==> config.mk <==
export PLATFORM = sky130hd
export DESIGN_NAME = debounce_bank
export DESIGN_NICKNAME = d
export VERILOG_FILES = /design/src/rtl/debounce_bank.sv
export SDC_FILE = /design/constraint.sdc
export NUM_CORES = 1
export LEC_CHECK = 0
export BUFFER_PORTS_ARGS = -buffer_cell sky130_fd_sc_hd__buf_4
export CELL_PAD_IN_SITES_DETAIL_PLACEMENT = 1
export CELL_PAD_IN_SITES_GLOBAL_PLACEMENT = 2
export CORE_AREA = 2 2 279 281
export CTS_CLUSTER_SIZE = 14
export DETAILED_ROUTE_END_ITERATION = 16
export DIE_AREA = 0 0 281 283
export PLACE_DENSITY = 0.6
export SLEW_MARGIN = 10
export SYNTH_ARGS = -nofsm -noshare
export SYNTH_HDL_FRONTEND = slang
export SYNTH_SLANG_ARGS = --single-unit
==> constraint.sdc <==
create_clock -name clock -period 2.3 [get_ports clock]
set_input_delay 0.23 -clock clock [delete_from_list [all_inputs] [get_ports clock]]
set_output_delay 0.23 -clock clock [all_outputs]
set_load 0.01 [all_outputs]
==> src/rtl/debounce_bank.sv <==
// Multi-channel input conditioner: two-flop synchroniser, stability-count debounce,
// registered rise/fall pulses and an optional auto-repeat press strobe per channel.
module debounce_bank #(
   parameter int unsigned         CHANNELS      = 8,
   parameter int unsigned         STABLE_CYCLES = 650000,
   parameter int unsigned         REPEAT_DELAY  = 32500000,
   parameter int unsigned         REPEAT_RATE   = 6500000,
   parameter logic [CHANNELS-1:0] INIT          = '0
) (
   input  logic                clock,
   input  logic                reset,
   input  logic [CHANNELS-1:0] noisy,
   input  logic [CHANNELS-1:0] rpt_en,
   output logic [CHANNELS-1:0] clean,
   output logic [CHANNELS-1:0] rise,
   output logic [CHANNELS-1:0] fall,
   output logic [CHANNELS-1:0] press
);

   localparam int unsigned CNT_W   = (STABLE_CYCLES > 2) ? $clog2(STABLE_CYCLES) : 1;
   localparam int unsigned RPT_MAX = (REPEAT_DELAY > REPEAT_RATE) ? REPEAT_DELAY : REPEAT_RATE;
   localparam int unsigned RPT_W   = (RPT_MAX > 2) ? $clog2(RPT_MAX) : 1;

   localparam logic [CNT_W-1:0] CNT_LAST   = CNT_W'(STABLE_CYCLES - 1);
   localparam logic [RPT_W-1:0] DELAY_LAST = RPT_W'(REPEAT_DELAY - 1);
   localparam logic [RPT_W-1:0] RATE_LAST  = RPT_W'(REPEAT_RATE - 1);

   localparam logic [1:0] ST_IDLE  = 2'd0;
   localparam logic [1:0] ST_DELAY = 2'd1;
   localparam logic [1:0] ST_RATE  = 2'd2;

   logic [CHANNELS-1:0] sync_a;
   logic [CHANNELS-1:0] sync_b;

   logic [CNT_W-1:0]    cnt_q   [CHANNELS];
   logic [CNT_W-1:0]    cnt_d   [CHANNELS];
   logic [RPT_W-1:0]    rcnt_q  [CHANNELS];
   logic [RPT_W-1:0]    rcnt_d  [CHANNELS];
   logic [1:0]          state_q [CHANNELS];
   logic [1:0]          state_d [CHANNELS];

   logic [CHANNELS-1:0] clean_d;
   logic [CHANNELS-1:0] rise_d;
   logic [CHANNELS-1:0] fall_d;
   logic [CHANNELS-1:0] press_d;
   logic [CHANNELS-1:0] rep_pulse;

   // Registers: synchroniser, counters, repeat FSM state and all outputs
   always_ff @(posedge clock) begin
      if (!reset) begin
         sync_a <= INIT;
         sync_b <= INIT;
         clean  <= INIT;
         rise   <= '0;
         fall   <= '0;
         press  <= '0;
         for (int i = 0; i < CHANNELS; i++) begin
            cnt_q[i]   <= '0;
            rcnt_q[i]  <= '0;
            state_q[i] <= ST_IDLE;
         end
      end else begin
         sync_a <= noisy;
         sync_b <= sync_a;
         clean  <= clean_d;
         rise   <= rise_d;
         fall   <= fall_d;
         press  <= press_d;
         for (int i = 0; i < CHANNELS; i++) begin
            cnt_q[i]   <= cnt_d[i];
            rcnt_q[i]  <= rcnt_d[i];
            state_q[i] <= state_d[i];
         end
      end
   end

   // Next-state: debounce counter, edge detection and repeat FSM per channel
   always_comb begin
      clean_d   = clean;
      rise_d    = '0;
      fall_d    = '0;
      rep_pulse = '0;
      for (int i = 0; i < CHANNELS; i++) begin
         cnt_d[i]   = cnt_q[i];
         rcnt_d[i]  = rcnt_q[i];
         state_d[i] = state_q[i];
      end

      for (int i = 0; i < CHANNELS; i++) begin
         if (sync_b[i] == clean[i]) begin
            cnt_d[i] = '0;
         end else if (cnt_q[i] == CNT_LAST) begin
            clean_d[i] = sync_b[i];
            cnt_d[i]   = '0;
            rise_d[i]  = sync_b[i];
            fall_d[i]  = ~sync_b[i];
         end else begin
            cnt_d[i] = cnt_q[i] + CNT_W'(1);
         end

         // Leaving on release or disable wins over a count match in the same cycle
         case (state_q[i])
            ST_IDLE: begin
               rcnt_d[i] = '0;
               if (rise_d[i] && rpt_en[i]) begin
                  state_d[i] = ST_DELAY;
               end
            end
            ST_DELAY: begin
               if (!clean[i] || !rpt_en[i]) begin
                  state_d[i] = ST_IDLE;
                  rcnt_d[i]  = '0;
               end else if (rcnt_q[i] == DELAY_LAST) begin
                  rep_pulse[i] = 1'b1;
                  rcnt_d[i]    = '0;
                  state_d[i]   = ST_RATE;
               end else begin
                  rcnt_d[i] = rcnt_q[i] + RPT_W'(1);
               end
            end
            ST_RATE: begin
               if (!clean[i] || !rpt_en[i]) begin
                  state_d[i] = ST_IDLE;
                  rcnt_d[i]  = '0;
               end else if (rcnt_q[i] == RATE_LAST) begin
                  rep_pulse[i] = 1'b1;
                  rcnt_d[i]    = '0;
               end else begin
                  rcnt_d[i] = rcnt_q[i] + RPT_W'(1);
               end
            end
            default: begin
               state_d[i] = ST_IDLE;
               rcnt_d[i]  = '0;
            end
         endcase
      end

      press_d = rise_d | rep_pulse;
   end

endmodule

**Word level (Yosys, flattened, before mapping)**

Memories as Yosys holds them, arrays and structs flattened.
Index checks and enable logic that the tools add are counted.

- Register bits after elaboration: 48
- RAM bits: 376
- Input port bits: 18
- Word-level logic and storage cells: 371
- Memories: 3

- $add $sub $neg: 16
- Equal/unequal tests: 48
- Mux-type cells: 178
- Bitwise operators: 50
- Reduce and logical (&&, ||, !) cells: 56

Memory list:

| memory | words | width | read ports | clocked after memory_dff | write ports | line | RTL |
|---|---|---|---|---|---|---|---|
| rcnt_q | 8 | 25 | 8 | 0 | 8 | 37 | `logic [RPT_W-1:0] rcnt_q [CHANNELS];` |
| cnt_q | 8 | 20 | 8 | 0 | 8 | 35 | `logic [CNT_W-1:0] cnt_q [CHANNELS];` |
| state_q | 8 | 2 | 8 | 0 | 8 | 39 | `logic [1:0] state_q [CHANNELS];` |

Operator list:

| operator | count |
|---|---|
| $mux W25 | 40 |
| $mux W20 | 24 |
| $pmux W25 S2 | 8 |
| $add A25 B1 Y25 const B | 8 |
| $eq A25 B23 Y1 const B | 8 |
| $eq A25 B25 Y1 const B | 8 |
| $add A20 B1 Y20 const B | 8 |
| $eq A20 B20 Y1 const B | 8 |
| $mux W2 | 40 |
| $mux W1 | 50 |
| $pmux W2 S3 | 8 |
| $not A1 Y1 | 25 |
| $or A1 B1 Y1 | 24 |
| $reduce_or A3 Y1 | 8 |
| $eq A2 B1 Y1 const B | 8 |
| $eq A2 B2 Y1 const B | 8 |
| $logic_not A1 Y1 | 16 |
| $logic_not A2 Y1 | 8 |
| $pmux W1 S2 | 8 |
| $reduce_and A2 Y1 | 8 |
| $eq A1 B1 Y1 | 8 |
| $logic_and A1 B1 Y1 | 8 |
| $logic_or A1 B1 Y1 | 8 |
| $or A8 B8 Y8 | 1 |

**Depth between registers and ports, before layout**

- Depth in word-level cells: 7
- Gate-level depth with buffers: 8
- Mapped depth without buffers: 7

**Worst setup path after synthesis**

OpenSTA, ideal clock, no wires.

- Path type: flip-flop to flip-flop
- Start: memory rcnt_q[0][75] (netlist name)
- End: memory rcnt_q[0][91] (netlist name)
- Library setup time: 0.117 ns
- Arrival time: 1.913 ns
- Data required time: 2.183 ns
- Slack: 0.269 ns
- Stages on the path, launching flop included: 8
- Cell sequence: dfxtp_1 -> ha_1 -> and4_1 -> nand2_1 -> nor4_1 -> o32a_1 -> buf_2 -> nor2_1

RTL lines:

| what | line |
|---|---|
| from (decl) | 37 |

==> impl_results.html <==
<table>
<tr><th>Metric</th><th>Value</th></tr>
<tr><th colspan="2">Drt</th></tr>
<tr><td>DRC violations left</td><td>0</td></tr>
<tr><td>Number of vias per cell after detailed routing</td><td>4.519</td></tr>
<tr><td>Remaining antenna violation count</td><td>0</td></tr>
<tr><td>Number of DRC markers after the initial detailed-route iteration</td><td>454</td></tr>
<tr><td>Count of vias placed by the detailed router</td><td>approximately 15k</td></tr>
<tr><td>Detailed Route WL</td><td>approximately 46 mm</td></tr>
<tr><td>WL/cell</td><td>~14 um</td></tr>
<tr><td>Detailed-router iteration count before antenna repair</td><td>4</td></tr>
<tr><th colspan="2">Power</th></tr>
<tr><td>Worst vdd rail ir drop</td><td>approximately 0.00046 V</td></tr>
<tr><td>Leakage power</td><td>about 0.0074 uW</td></tr>
<tr><td>Power density over the cells</td><td>slightly above 700 nW/um2</td></tr>
<tr><td>Total Power Consumption</td><td>approximately 16000 uW</td></tr>
<tr><th colspan="2">Logic synthesis</th></tr>
<tr><td>Primary FF master, synth</td><td>sky130_fd_sc_hd__dfxtp_1</td></tr>
<tr><td>Number of distinct library cells after synthesis</td><td>74</td></tr>
<tr><td>Number of flip-flops and latches in the synthesized netlist</td><td>approximately 420</td></tr>
<tr><td>Number of instances in the synthesized netlist</td><td>2189</td></tr>
<tr><td>Count of flip-flops with a built-in enable after synthesis</td><td>0</td></tr>
<tr><td>Total number of yosys warnings</td><td>0</td></tr>
<tr><td>Async S/R FF share, synth</td><td>0</td></tr>
<tr><td>Cell Area, Synth</td><td>roughly 19000 um2</td></tr>
<tr><td>Syn_area_per_cell</td><td>8.688 um2</td></tr>
<tr><td>Sequential share of the synthesized area</td><td>0.4463</td></tr>
<tr><td>Post-Syn Nets</td><td>between 2k and 2.5k</td></tr>
<tr><th colspan="2">Floorplanning</th></tr>
<tr><td>Effective utilization at floorplan</td><td>0.2480</td></tr>
<tr><td>DIE WIDTH</td><td>between 200 and 300 um</td></tr>
<tr><td>Count of boundary I/O pins</td><td>50</td></tr>
<tr><td>DIE HEIGHT</td><td>between 200 and 300 um</td></tr>
<tr><td>Area of the core</td><td>between 70000 and 80000 um2</td></tr>
<tr><td>Floorplan die area</td><td>between 70000 and 80000 um2</td></tr>
<tr><td>Number of core rows</td><td>just over 100</td></tr>
<tr><th colspan="2">Finish</th></tr>
<tr><td>Fillcell total</td><td>between 8k and 9k</td></tr>
<tr><td>Combined area of the multi-input logic cells</td><td>10020 um2</td></tr>
<tr><td>Area used by sequential logic in the layout</td><td>approximately 8500 um2</td></tr>
<tr><td>Area growth syn-to-layout</td><td>20.78%</td></tr>
<tr><td>Final net count</td><td>about 2.4k</td></tr>
<tr><td>Share of final-layout standard cells stronger than drive strength 1</td><td>0.09712</td></tr>
<tr><th colspan="2">Clocking</th></tr>
<tr><td>Clock-pin transition on the worst setup and hold timing paths</td><td>approximately 60 ps</td></tr>
<tr><td>Clock net sink count</td><td>~420</td></tr>
<tr><td>Clock tree from TritonCTS</td><td>yes</td></tr>
<tr><td>Largest buffer count on any clock path</td><td>3</td></tr>
<tr><td>Cts bufs inserted</td><td>54</td></tr>
<tr><td>Worst skew pair latency</td><td>610 ps</td></tr>
<tr><td>Count of buffers added by post-CTS timing repair for setup</td><td>0</td></tr>
<tr><td>Buffer type at the clock tree root</td><td>sky130_fd_sc_hd__clkbuf_16</td></tr>
<tr><td>H-tree Lvls</td><td>2</td></tr>
<tr><th colspan="2">Place</th></tr>
<tr><td>Total half-perimeter wirelength after legalization and detailed placement</td><td>~33 mm</td></tr>
<tr><td>I/O Buffers</td><td>49</td></tr>
<tr><td>Placer Congestion</td><td>around 0.74</td></tr>
<tr><th colspan="2">Critical path</th></tr>
<tr><td>Delay-heaviest family, CP</td><td>simple AND/OR/NAND/NOR gates</td></tr>
<tr><td>Kind of start point of the critical path</td><td>flip-flop</td></tr>
<tr><td>Maximum fanout along the worst path</td><td>25</td></tr>
<tr><td>Buffers &amp; Inverters on Critical Path</td><td>0</td></tr>
<tr><td>Cell breakdown of the critical path</td><td>or4_4 -&gt; or4_4 -&gt; o21ai_2 -&gt; a21o_4 -&gt; nor2_1</td></tr>
<tr><td>Critical Path Max Stage Delay</td><td>roughly 560 ps</td></tr>
<tr><td>Category of the most critical setup path</td><td>reg2reg</td></tr>
<tr><td>Critical-path cell with the highest stage delay</td><td>sky130_fd_sc_hd__or4_4</td></tr>
<tr><td>CP Data Required Time</td><td>roughly 2800 ps</td></tr>
<tr><td>Dominant cell type by count on the critical path</td><td>sky130_fd_sc_hd__or4_4</td></tr>
<tr><td>Arrival time of data at the critical path endpoint</td><td>approximately 2600 ps</td></tr>
<tr><td>Sort of element at the end of the critical path</td><td>flip-flop</td></tr>
<tr><th colspan="2">Timing</th></tr>
<tr><td>Hold Fails Final Rpt</td><td>0</td></tr>
<tr><td>Post-route fraction of the period consumed by the critical path</td><td>0.9364</td></tr>
<tr><td>Unrepaired setup endpoints after global routing</td><td>false</td></tr>
<tr><td>Final setup violation count</td><td>0</td></tr>
<tr><td>Clk_skew</td><td>approximately 24 ps</td></tr>
<tr><td>Measured slew at the worst slew-check pin</td><td>around 690 ps</td></tr>
<tr><td>Time the worst path needs with I/O delays and setup</td><td>between 2000 and 2500 ps</td></tr>
<tr><td>Relative max-transition margin</td><td>0.5368</td></tr>
<tr><td>Total negative setup slack</td><td>0 ps</td></tr>
<tr><td>Pins over their slew limit</td><td>0</td></tr>
<tr><td>Achievable frequency</td><td>around 460 MHz</td></tr>
<tr><th colspan="2">Global routing</th></tr>
<tr><td>Overall overflow remaining after global route</td><td>0</td></tr>
<tr><td>Wire length of the first global-routing pass</td><td>between 70 and 80 mm</td></tr>
<tr><td>Gr usage total</td><td>0.1177</td></tr>
<tr><td>Number of antenna violations at the first check in global routing</td><td>0</td></tr>
<tr><td>Number of global-route vias before repair</td><td>16.07k</td></tr>
<tr><td>Pin count of the biggest net entering global routing</td><td>29</td></tr>
<tr><th colspan="2">Hold path</th></tr>
<tr><td>Class of the worst hold path</td><td>in2reg</td></tr>
<tr><th colspan="2">Flow run</th></tr>
<tr><td>Max-cap viol count</td><td>0</td></tr>
<tr><th colspan="2">Run status</th></tr>
<tr><td>Run status</td><td>complete, no violations</td></tr>
</table>
## layer usage
metal / global-route usage / routed length [um]
met2: 0.2010 / 21820
met3: 0.02127 / 1541
met5: 0 / 0
met1: 0.1505 / 21990
met4: 0.03382 / 977
## Yosys cell counts, drive strengths merged (2+ instances only)
master   number  area, um2
clkbuf       33      125.1
nand2b        7      43.79
dfxtp       424       8488
xor2        212       1857
mux2i         6      60.06
or4          11      93.84
and4b         4      40.04
nor3b         9      67.56
o211ai        6      68.81
ha           40      500.5
xnor2       123       1077
a21o          4      37.53
nor4         55      356.6
a41oi         3      26.28
a31oi         9      56.30
nand3b        2      15.01
or4b          3      30.03
nand4bb       3      33.78
o221a         4      45.04
a21boi        3      22.52
inv          60      225.2
nand4       114      713.2
nand2       132      495.5
nand4b        9      78.83
or3           8      50.05
and4         23      201.4
and2         29      181.4
o21bai        4      30.03
nor4bb        5      50.05
nand3       180      900.9
buf          24      161.4
o31a          3      26.28
o21ai        13      68.82
nor2b         9      56.30
nor3         54      270.3
nor4b        14      128.9
or2           4      25.02
a21oi        12      60.06
and3         57      356.6
nor2        452       1697
or3b          5      43.79
## tightest hold or removal path: cells and delay by family
| family | cells | cell delay [ps] |
|---|---|---|
| AND/OR/NAND/NOR | 1 | 120 |
| buffers and inverters | 1 | 140 |
| AO/OA/AOI/OAI | 1 | 100 |
## logic make-up (layout without fill, tap and decap cells)
| family | Yosys count | in the layout | share of synthesized area |
|---|---|---|---|
| xor+xnor | 335 | 335 | 0.1543 |
| buf+inv | 117 | 286 | 0.02691 |
| compound gates | 77 | 77 | 0.03066 |
| flops | 424 | 424 | 0.4463 |
| mux | 6 | 6 | 0.003158 |
| fa+ha+maj | 40 | 40 | 0.02632 |
| simple gates | 1190 | 1190 | 0.3124 |
| other cells | 0 | 1 | 0 |
## placed cells by master, fill, tap and decap left out, types with 9 or more instances in the layout
| master | count |
|---|---|
| sky130_fd_sc_hd__a21oi_1 | 12 |
| sky130_fd_sc_hd__a31oi_1 | 9 |
| sky130_fd_sc_hd__and2_1 | 29 |
| sky130_fd_sc_hd__and3_1 | 57 |
| sky130_fd_sc_hd__and4_1 | 23 |
| sky130_fd_sc_hd__buf_4 | 106 |
| sky130_fd_sc_hd__clkbuf_1 | 11 |
| sky130_fd_sc_hd__clkbuf_16 | 55 |
| sky130_fd_sc_hd__clkbuf_8 | 19 |
| sky130_fd_sc_hd__dfxtp_1 | 424 |
| sky130_fd_sc_hd__dlygate4sd3_1 | 11 |
| sky130_fd_sc_hd__ha_1 | 40 |
| sky130_fd_sc_hd__inv_1 | 60 |
| sky130_fd_sc_hd__nand2_1 | 132 |
| sky130_fd_sc_hd__nand3_1 | 180 |
| sky130_fd_sc_hd__nand4_1 | 114 |
| sky130_fd_sc_hd__nand4b_1 | 9 |
| sky130_fd_sc_hd__nor2_1 | 452 |
| sky130_fd_sc_hd__nor2b_1 | 9 |
| sky130_fd_sc_hd__nor3_1 | 54 |
| sky130_fd_sc_hd__nor3b_1 | 9 |
| sky130_fd_sc_hd__nor4_1 | 52 |
| sky130_fd_sc_hd__nor4b_1 | 13 |
| sky130_fd_sc_hd__o21ai_0 | 10 |
| sky130_fd_sc_hd__xnor2_1 | 123 |
| sky130_fd_sc_hd__xor2_1 | 212 |
## path summary, 6_finish.rpt
path,start,to,slack (ps),depth (start not counted)
max,rcnt_q[1][70],rcnt_q[1][56],150,5
min reg2reg,sync_a[4],sync_b[4],430,1
min,rpt_en[0],press[0],50,3
max reg2reg,rcnt_q[1][70],rcnt_q[1][56],150,5
## state kept, by name (all words and copies together) (netlist names)
register,flops
rcnt_q,200
cnt_q,160
state_q,16
clean,8
fall,8
press,8
rise,8
sync_a,8
sync_b,8
## metrics by stage
stage | setup slack [ps] | instances | hold WS (ps) | util | area, um2
2_1_floorplan | 269.4 | 2189 | 357.3 | - | 19020
3_3_place_gp | 153.6 | 3286 | 417.7 | 0.2736 | 20990
3_5_place_dp | 128.5 | 3286 | 424.3 | 0.2736 | 20990
4_1_cts | 119.7 | 3398 | 6.441 | 0.2994 | 22960
5_1_grt | 27.36 | 3398 | 24.45 | 0.2995 | 22970
6_report | 146.2 | 3399 | 48.63 | 0.2995 | 22970
## report_power, final
group / internal [uW] / switching (uW)
clock network: 5340 / 3420
logic: 61.0 / 83.3
registers: 7360 / 13.6
total: 12800 / 3510
## layout make-up
type,instances,area share
Clock buffer,85,0.07310
Antenna cell,1,0.0001089
Clock inverter,16,0.008007
Inverter,60,0.009804
Sequential cell,424,0.3695
Multi-Input combinational cell,1648,0.4364
Tap cell,1040,0.05665
Timing Repair Buffer,125,0.04641
## timing repair
item	in CTS	in global routing
endpoints found under the setup margin	0	2
gates resized for setup	0	1
hold buffers	11	0
endpoints found under the hold margin	11	0
(Power assumes the default switching activity.)
